[src/rtl/lifo_pkg.sv]
// Shared constants and helpers for the LIFO and its request arbiter.
//   LIFO_DWIDTH : default data word width of the LIFO and its arbiter
//   LIFO_AWIDTH : default LIFO address width (depth = 2**LIFO_AWIDTH)
//   ptr_width() : width of a round-robin pointer addressing n requesters
package lifo_pkg;

    localparam int LIFO_DWIDTH = 16;
    localparam int LIFO_AWIDTH = 4;

    // A pointer over n ports needs clog2(n) bits; never fewer than one bit.
    function automatic int ptr_width(input int n);
        return (n <= 2) ? 1 : $clog2(n);
    endfunction

endpackage

[src/rtl/rr_arb.sv]
// Round-robin one-hot arbiter, purely combinational.
//   req_i     : request vector, one bit per requester
//   ptr_i     : index where the search starts (current priority holder)
//   en_i      : 0 forces no grant (LIFO flag or reset blocks this side)
//   gnt_o     : one-hot grant (all zero when nothing wins)
//   ptr_nxt_o : winner+1 mod N after a grant, otherwise ptr_i unchanged
module rr_arb #(
    parameter int N  = 4,
    parameter int PW = 2
) (
    input  logic [N-1:0]  req_i,
    input  logic [PW-1:0] ptr_i,
    input  logic          en_i,
    output logic [N-1:0]  gnt_o,
    output logic [PW-1:0] ptr_nxt_o
);

    logic          found;
    logic [PW:0]   sum;
    logic [PW-1:0] idx;

    // Walk the ports in ascending order starting at ptr_i, wrapping at N;
    // the first requester seen wins.
    always_comb begin
        gnt_o     = '0;
        ptr_nxt_o = ptr_i;
        found     = 1'b0;
        sum       = '0;
        idx       = '0;
        for (int i = 0; i < N; i++) begin
            sum = {1'b0, ptr_i} + (PW+1)'(i);
            if (sum >= (PW+1)'(N)) begin
                sum = sum - (PW+1)'(N);
            end
            idx = sum[PW-1:0];
            if (en_i && !found && req_i[idx]) begin
                gnt_o[idx] = 1'b1;
                found      = 1'b1;
                ptr_nxt_o  = (idx == PW'(N-1)) ? '0 : idx + PW'(1);
            end
        end
    end

endmodule

[src/rtl/lifo_arb.sv]
// Shares one LIFO between N_PORTS requesters with independent round-robin
// push and pop arbitration.
//
// Handshake: a port raises wr_req_i / rd_req_i and holds it (and its push
// data) until the matching grant bit is high in the same cycle; the
// transfer happens at the rising edge where request and grant are both
// high. Dropping a request before a grant is allowed. A popped word shows
// up one cycle after its pop grant, marked by rd_valid_o for that port.
//
// Ports:
//   clk_i, srst_i         clock, synchronous active-low reset
//   wr_req_i / wr_gnt_o   per-port push request / one-hot push grant
//   wr_data_i             per-port push data, port k at [k*DWIDTH +: DWIDTH]
//   rd_req_i / rd_gnt_o   per-port pop request / one-hot pop grant
//   rd_valid_o, rd_data_o which port owns the popped word, and the word
//   lifo_*                connections to the shared LIFO
module lifo_arb
    import lifo_pkg::*;
#(
    parameter int N_PORTS = 4,
    parameter int DWIDTH  = LIFO_DWIDTH
) (
    input  logic                        clk_i,
    input  logic                        srst_i,
    input  logic [N_PORTS-1:0]          wr_req_i,
    input  logic [N_PORTS*DWIDTH-1:0]   wr_data_i,
    output logic [N_PORTS-1:0]          wr_gnt_o,
    input  logic [N_PORTS-1:0]          rd_req_i,
    output logic [N_PORTS-1:0]          rd_gnt_o,
    output logic [N_PORTS-1:0]          rd_valid_o,
    output logic [DWIDTH-1:0]           rd_data_o,
    output logic                        lifo_wrreq_o,
    output logic [DWIDTH-1:0]           lifo_data_o,
    output logic                        lifo_rdreq_o,
    input  logic [DWIDTH-1:0]           lifo_q_i,
    input  logic                        lifo_full_i,
    input  logic                        lifo_empty_i
);

    localparam int PW = ptr_width(N_PORTS);

    logic [PW-1:0]      wr_ptr_q, wr_ptr_d;
    logic [PW-1:0]      rd_ptr_q, rd_ptr_d;
    logic [N_PORTS-1:0] rd_valid_q, rd_valid_d;
    logic               wr_en, rd_en;

    // Reset low kills both grant paths combinationally.
    assign wr_en = srst_i & ~lifo_full_i;
    assign rd_en = srst_i & ~lifo_empty_i;

    rr_arb #(.N(N_PORTS), .PW(PW)) u_wr_arb (
        .req_i     (wr_req_i),
        .ptr_i     (wr_ptr_q),
        .en_i      (wr_en),
        .gnt_o     (wr_gnt_o),
        .ptr_nxt_o (wr_ptr_d)
    );

    rr_arb #(.N(N_PORTS), .PW(PW)) u_rd_arb (
        .req_i     (rd_req_i),
        .ptr_i     (rd_ptr_q),
        .en_i      (rd_en),
        .gnt_o     (rd_gnt_o),
        .ptr_nxt_o (rd_ptr_d)
    );

    always_comb begin
        rd_valid_d  = rd_gnt_o;
        lifo_data_o = '0;
        // Grant is one-hot, so OR-ing the gated slices is a clean mux.
        for (int k = 0; k < N_PORTS; k++) begin
            if (wr_gnt_o[k]) begin
                lifo_data_o = lifo_data_o | wr_data_i[k*DWIDTH +: DWIDTH];
            end
        end
    end

    always_ff @(posedge clk_i) begin
        if (!srst_i) begin
            wr_ptr_q   <= '0;
            rd_ptr_q   <= '0;
            rd_valid_q <= '0;
        end else begin
            wr_ptr_q   <= wr_ptr_d;
            rd_ptr_q   <= rd_ptr_d;
            rd_valid_q <= rd_valid_d;
        end
    end

    assign lifo_wrreq_o = |wr_gnt_o;
    assign lifo_rdreq_o = |rd_gnt_o;

    // The LIFO is reset by the same net, so a word popped just before a
    // reset is lost; masking here keeps that pending valid from escaping.
    assign rd_valid_o = srst_i ? rd_valid_q : '0;
    assign rd_data_o  = (|rd_valid_o) ? lifo_q_i : '0;

endmodule

[config.mk]
export PLATFORM = sky130hd
export DESIGN_NAME = lifo_arb
export DESIGN_NICKNAME = d
export VERILOG_FILES = /design/src/rtl/lifo_pkg.sv /design/src/rtl/rr_arb.sv /design/src/rtl/lifo_arb.sv
export SDC_FILE = /design/constraint.sdc
export NUM_CORES = 1
export LEC_CHECK = 0
export CORE_MARGIN = 3
export CORE_UTILIZATION = 35
export DETAILED_ROUTE_END_ITERATION = 8
export PLACE_DENSITY_LB_ADDON = 0.3
export RECOVER_POWER = 25
export SLEW_MARGIN = 20
export SYNTH_ARGS = -nofsm -noshare
export SYNTH_HDL_FRONTEND = slang
export SYNTH_HIERARCHICAL = 1
export SYNTH_SLANG_ARGS = --single-unit
[constraint.sdc]
create_clock -name clk_i -period 7.9 [get_ports clk_i]
set_input_delay 1.975 -clock clk_i [delete_from_list [all_inputs] [get_ports clk_i]]
set_output_delay 1.975 -clock clk_i [all_outputs]
set_load 0.1 [all_outputs]
==> results.md, run 1 <==
* Outcome: complete, no violations
* CP Cell Sequence: dlygate4sd3_1 -> nor2b_1 -> nand2_1 -> o22ai_1 -> nor3b_1 -> a222oi_1 -> inv_1 -> a22oi_1 -> nand2_1 -> buf_4
* Setup TNS at 0 ns
* Max VDD drop at 160 uV
* Grt met1 use at 26.2%
* Syn Std Cell Area at approximately 1700 um^2
* Diodes inserted at 0
* Ports at 138
* Die ar. at 5700 um^2
* Setup crit end kind: output port
* Synth cell types at 33
* Worst Tran Pin Value at 1.00 ns
* Final setup violation count at 0
* Final hold slack at 0.898 ns
* Final hold violation count at 0
* CP Class: input pin to output port
* Starting DRT DRC Count at 150
* Post-DR wirelength/cell at 16.2 um
* Final GP Congestion at 0.778
* Crit path required time at 5.93 ns
* Leading cell type in the layout, fill and taps excluded: clkdlybuf4s50_1
* Initial Utilization at 37.6%
* H-tree Lvls at 1
* Slew Limit Fails at 0
* Net Count, Synth at 313
* Clock Latency Late Sink at 0.22 ns
* Crit path top cell by count: nand2_1
* NumNets Final at 438
* CTS Root Cell: clkbuf_8
* WP data arrival at 5.21 ns
* Post-synth EDFFs at 0
* Worst Slack Setup Final at 0.714 ns
* Ys Warns at 6
* CP max FO at 18
* Setup slack at placement at around 1.0 ns
* FF+latch area at 160 um^2
* Clk buf depth at 2
* Area Overhead vs Synth at 79.4%
* Clock slew at reported path FFs at 0.04 ns
* Postcts setup bufs at 0
* Fill cells at roughly 390
* Crit-path leading delay family: buffers and inverters
* Largest net degree at the start of global routing at 30
* Multi-input logic area at 1380 um^2
* Final Power at about 0.00045 W
* Area after DPL at ~3000 um^2
* Slowest stage delay, CP at around 0.62 ns
* Worst Path Buf+Inv at 3
* M3 GR Usage at ~2.5%
* Initial antenna violation count at 0
* CTS buffer count at 3
* Max frequency at 0.139 GHz
* Clk sinks at 8
* Met2 Use GR at 34.1%
* Detailed Place HPWL at 5060 um
* Die Wd at 75.5 um
* GR peak layer: met2
* Min cycle time layout at between 7 and 8 ns
* Routed vias at ~2200
* Post_cts resized at 0
* Commonest non-fill, non-tap cells in the layout: 105 x clkdlybuf4s50_1, 32 x a22oi_1, 26 x buf_4, 18 x nand2_1, 16 x inv_1
* GRT Residual Overflow at 0
* Vias per cell at 5.66
* First-pass GRT wire length at 9050 um
* Leak at 1.31 nW
* Remaining DRCs at 0
* GRT Util Overall at roughly a fifth
* Relative slew slack at 33.0%
* Vias in the first global route at 1907
* Post-cts hold buffer count at 0
* Syn Area/Cell at 8.09 um^2
* Startpoint Class: input pin
* Top FF cell, synth: dfxtp_1
* Core box area at 4500 um^2
* PortBufs at 137
* Cell count after synthesis at between 200 and 250
* Power Density at ~150 nW/um^2
* Die H at 75.5 um
* Hold Crit Class: register to register
* Sequential share of the synthesized area at 9.47%
* Design Area, Final at 3030 um^2
* CTS tree: yes
* RSZ-0062 raised after global routing: false
* # rows at 24
* FF+latch count, synth at 8
* Final period util at 91.0%
* Drt total wl at 6220 um
* Crit path max-delay cell type: nor3b_1
* Detailed Routing Iterations Pass 1 at 4
* Layout cell share with drive strength beyond 1 at 16.3%
* Clock skew at 0.000676 ns
* ANT nets after route at 0
* Total of max-cap violations at 0
* Synth async-reset ratio at 0%
## stage by stage
step,utilization [%],std cells
after floorplan,-,209
after global placement,66.7,381
after global routing,67.4,384
after detailed placement,66.7,381
final,67.4,384
after CTS,67.6,384
## worst register-to-register path: stages, from the launching register on
cell and delay, ns:
dfxtp_1 0.66, inv_1 0.20, ha_1 0.48, mux4_2 0.42
nor3b_1 0.63, mux2_2 0.40, o21ai_0 0.16, and2_1 0.14
## worst paths after layout
path              cells after the start                endpoint  slack [ns]                    from
hold reg to reg                       3  rd_ptr_q[0]$_SDFF_PN0_        0.90  rd_ptr_q[0]$_SDFF_PN0_
setup / recovery                     10          lifo_data_o[9]        0.71                  srst_i
setup reg to reg                      7  wr_ptr_q[1]$_SDFF_PN0_        4.76  wr_ptr_q[0]$_SDFF_PN0_
hold / removal                        3  rd_ptr_q[0]$_SDFF_PN0_        0.90  rd_ptr_q[0]$_SDFF_PN0_
## cell type report
| type | instances | share of cell area [%] |
|---|---|---|
| inverters | 16 | 1.98 |
| flip-flops and latches | 8 | 5.28 |
| clock buffers | 3 | 1.36 |
| multi-input cells | 167 | 45.5 |
| well taps | 52 | 2.14 |
| repair buffers | 138 | 43.7 |
## power by group
| group | internal [W] | switching (W) |
|---|---|---|
| clock network | 0.0000329 | 0.0000149 |
| registers | 0.0000437 | 0.00000868 |
| logic | 0.000121 | 0.000227 |
## per-layer routing
layer	wire, um	share of wire, %	vias up
met2	3330	54	78
met4	60	0.97	0
li1	-	-	1060
met3	325	5.2	6
met1	2500	40	1028
met5	0	0	-
## flip-flops by register name, indices dropped and copies added (netlist names)
register / cells
rd_ptr_q: 2
wr_ptr_q: 2
rd_valid_q: 4
## Yosys cell counts, drive strengths merged, types with 3 or more instances
library cell,number,share of area [%]
inv,16,3.6
nand2,18,4.0
a22o,8,4.1
o21ai,10,3.0
and2,14,5.3
nand2b,4,1.5
buf,7,2.3
ha,12,8.9
nor2b,4,1.5
or4,3,1.6
mux4,8,11
a32oi,4,2.1
dfxtp,8,9.5
mux2,8,5.3
and3,16,6.4
nor3b,4,3.0
a22oi,32,14
clkbuf,11,2.4
a222oi,8,4.7
## kinds of logic after synthesis
group           after synthesis  synth area share [%]
compound gates               70                  31.4
simple gates                 67                  24.6
buf+inv                      34                  8.28
mux                          16                  16.4
fa+ha+maj                    12                  8.88
flops                         8                  9.47
xor+xnor                      2                  1.04
Power figures use the tool's default switching activity.
==> run 2, diff against run 1 <==
--- a/config.mk
+++ b/config.mk
@@ -6,7 +6,7 @@
 export NUM_CORES = 1
 export LEC_CHECK = 0
 export CORE_MARGIN = 3
-export CORE_UTILIZATION = 35
+export CORE_UTILIZATION = 33
 export DETAILED_ROUTE_END_ITERATION = 8
 export PLACE_DENSITY_LB_ADDON = 0.3
 export RECOVER_POWER = 25
==> constraint.sdc (replaced) <==
create_clock -name clk_i -period 7 [get_ports clk_i]
set_input_delay 1.75 -clock clk_i [delete_from_list [all_inputs] [get_ports clk_i]]
set_output_delay 1.75 -clock clk_i [all_outputs]
set_load 0.1 [all_outputs]
==> run 2 against run 1 <==
Net effect:
- worst setup slack worse by 0.28 ns
- via count shrank 1.2%
- critical path depth stayed put
- register-to-register slack got worse by 0.70 ns
- cell count increased by 4.4%
- flip-flop and latch count unchanged
- non-clock buffer count increased by 2
- routed wire length up 2.9%
- hold slack got worse by 0.0073 ns
- largest cell class is now non-clock buffers
- highest routed layer unchanged
==> results.md, run 2 (synthesized netlist as in run 1, its figures left out) <==
* Die Wd at 77.6 um
* Post-DR wirelength/cell at 16.0 um
* Top flop regs: rd_valid_q: 4 flops, rd_ptr_q: 2 flops, wr_ptr_q: 2 flops
* Total of max-cap violations at 0
* Diodes inserted at 0
* Clock slew at reported path FFs at about 0.04 ns
* GRT Residual Overflow at 0
* WP data arrival at around 4.8 ns
* Die H at 77.6 um
* Leading cell type in the layout, fill and taps excluded: clkdlybuf4s50_1
* First-pass GRT wire length at approximately 10000 um
* Final hold violation count at 0
* Starting DRT DRC Count at 143
* Slew Limit Fails at 0
* Post_cts resized at 0
* Ports at 138
* Final period util at 93.8%
* Post-cts hold buffer count at 0
* CTS buffer count at 3
* Clk sinks at 8
* Largest register by flop count: rd_valid_q
* Postcts setup bufs at 0
* Commonest non-fill, non-tap cells in the layout: 105 x clkdlybuf4s50_1, 32 x a22oi_1, 22 x buf_12, 18 x nand2_1, 16 x inv_1
* Vias in the first global route at 2131
* Largest net degree at the start of global routing at 30
* Final GP Congestion at just under 0.9
* Min cycle time layout at 6.56 ns
* Routed vias at 2146
* Max reg flops at 4
* Final hold slack at 0.891 ns
* Setup crit end kind: output port
* Layout cell share with drive strength beyond 1 at 17.1%
* Drt total wl at 6400 um
* Remaining DRCs at 0
* Crit path required time at between 5 and 6 ns
* Power Density at 167 nW/um^2
* CP Capture Point: lifo_data_o[13]
* Area Overhead vs Synth at 97.2%
* Max frequency at 0.152 GHz
* Final setup violation count at 0
* Leak at 1.38 nW
* GRT Util Overall at about 21%
* Detailed Place HPWL at 5220 um
* Area after DPL at between 3000 and 4000 um^2
* CP Class: input pin to output port
* H-tree Lvls at 1
* Startpoint Class: input pin
* CP startpoint: srst_i
* Clock skew at 0.000144 ns
* Core box area at between 4000 and 5000 um^2
* Die ar. at 6020 um^2
* Max VDD drop at 170 uV
* Relative slew slack at 33.2%
* Reg-to-reg critical path startpoint: rd_ptr_q[0]$_SDFF_PN0_
* PortBufs at 137
* CTS Root Cell: clkbuf_8
* R2R Path End: rd_valid_q[2]$_SDFF_PN0_
* # rows at 25
* Design Area, Final at roughly 3300 um^2
* ANT nets after route at 0
* Worst Tran Pin Value at 0.998 ns
* CTS tree: yes
* CP max FO at 18
* R2r setup slk at 4.06 ns
* Hold Crit Class: register to register
* Initial Utilization at 34.9%
* Setup TNS at 0 ns
* Detailed Routing Iterations Pass 1 at 6
* Vias per cell at approximately 5.4
* Worst r2r path cells at 7
* Clock Latency Late Sink at 0.22 ns
* Initial antenna violation count at 0
* NumNets Final at 440
* Clk buf depth at 2
* Outcome: complete, no violations
* RSZ-0062 raised after global routing: false
==> run 2: cell count changes in the layout (fill, tap and decap cells not counted) <==
cell     delta
and2_1      -1
nor3b_2     +1
buf_12     +21
o21ai_0     -1
nor3b_1     -1
and2_0      +1
o21ai_1     +1
buf_4      -19
==> run 2: power breakdown <==
group          switching [W]  internal [W]
clock network      0.0000163     0.0000371
registers         0.00000987     0.0000493
logic               0.000266      0.000179
total               0.000292      0.000265
==> run 2: final cells by class <==
cell class	count	area, um^2
Timing Repair Buffer	140	1600
Fill cell	385	1510
Multi-Input combinational cell	167	1390
Sequential cell	8	160
Tap cell	67	83.8
Inverter	16	60.1
Clock buffer	3	41.3
==> run 2: critical path, stage by stage <==
cell and delay (ns):
dlygate4sd3_1 0.56, nor2b_1 0.49, nand2_1 0.10, o22ai_1 0.22
nor3b_2 0.41, a222oi_1 0.20, inv_1 0.51, a22oi_1 0.20
nand2_1 0.17, buf_12 0.19
==> run 2: through the flow <==
| stage | cells | util (%) | total power, W | setup WS, ns |
|---|---|---|---|---|
| floorplan | 209 | - | 0.000343 | 0.205 |
| global placement | 398 | 68.1 | 0.000501 | 0.627 |
| detailed placement | 398 | 68.1 | 0.000505 | 0.548 |
| CTS | 401 | 68.9 | 0.000561 | 0.545 |
| global route | 401 | 68.8 | 0.000587 | 0.187 |
| finish | 401 | 68.8 | 0.000558 | 0.436 |
==> run 2: worst min path at each step <==
| stage | from | end | slack, ns | depth (start not counted) |
|---|---|---|---|---|
| floorplan | rd_ptr_q[0]$_SDFF_PN0_ | rd_ptr_q[0]$_SDFF_PN0_ | 0.86 | 4 |
| global placement | rd_ptr_q[0]$_SDFF_PN0_ | rd_ptr_q[0]$_SDFF_PN0_ | 0.88 | 3 |
| finish | rd_ptr_q[0]$_SDFF_PN0_ | rd_ptr_q[0]$_SDFF_PN0_ | 0.89 | 3 |
| global route | rd_ptr_q[0]$_SDFF_PN0_ | rd_ptr_q[0]$_SDFF_PN0_ | 0.96 | 3 |
| detailed placement | rd_ptr_q[0]$_SDFF_PN0_ | rd_ptr_q[0]$_SDFF_PN0_ | 0.90 | 3 |
| CTS | rd_ptr_q[0]$_SDFF_PN0_ | rd_ptr_q[0]$_SDFF_PN0_ | 0.90 | 3 |
==> run 2: layer usage <==
layer | global-route usage (%) | part of all wire (%)
met1 | 26.0 | 41
met2 | 36.2 | 52
met3 | 3.02 | 4.2
met4 | 6.23 | 2.9
met5 | 0 | 0
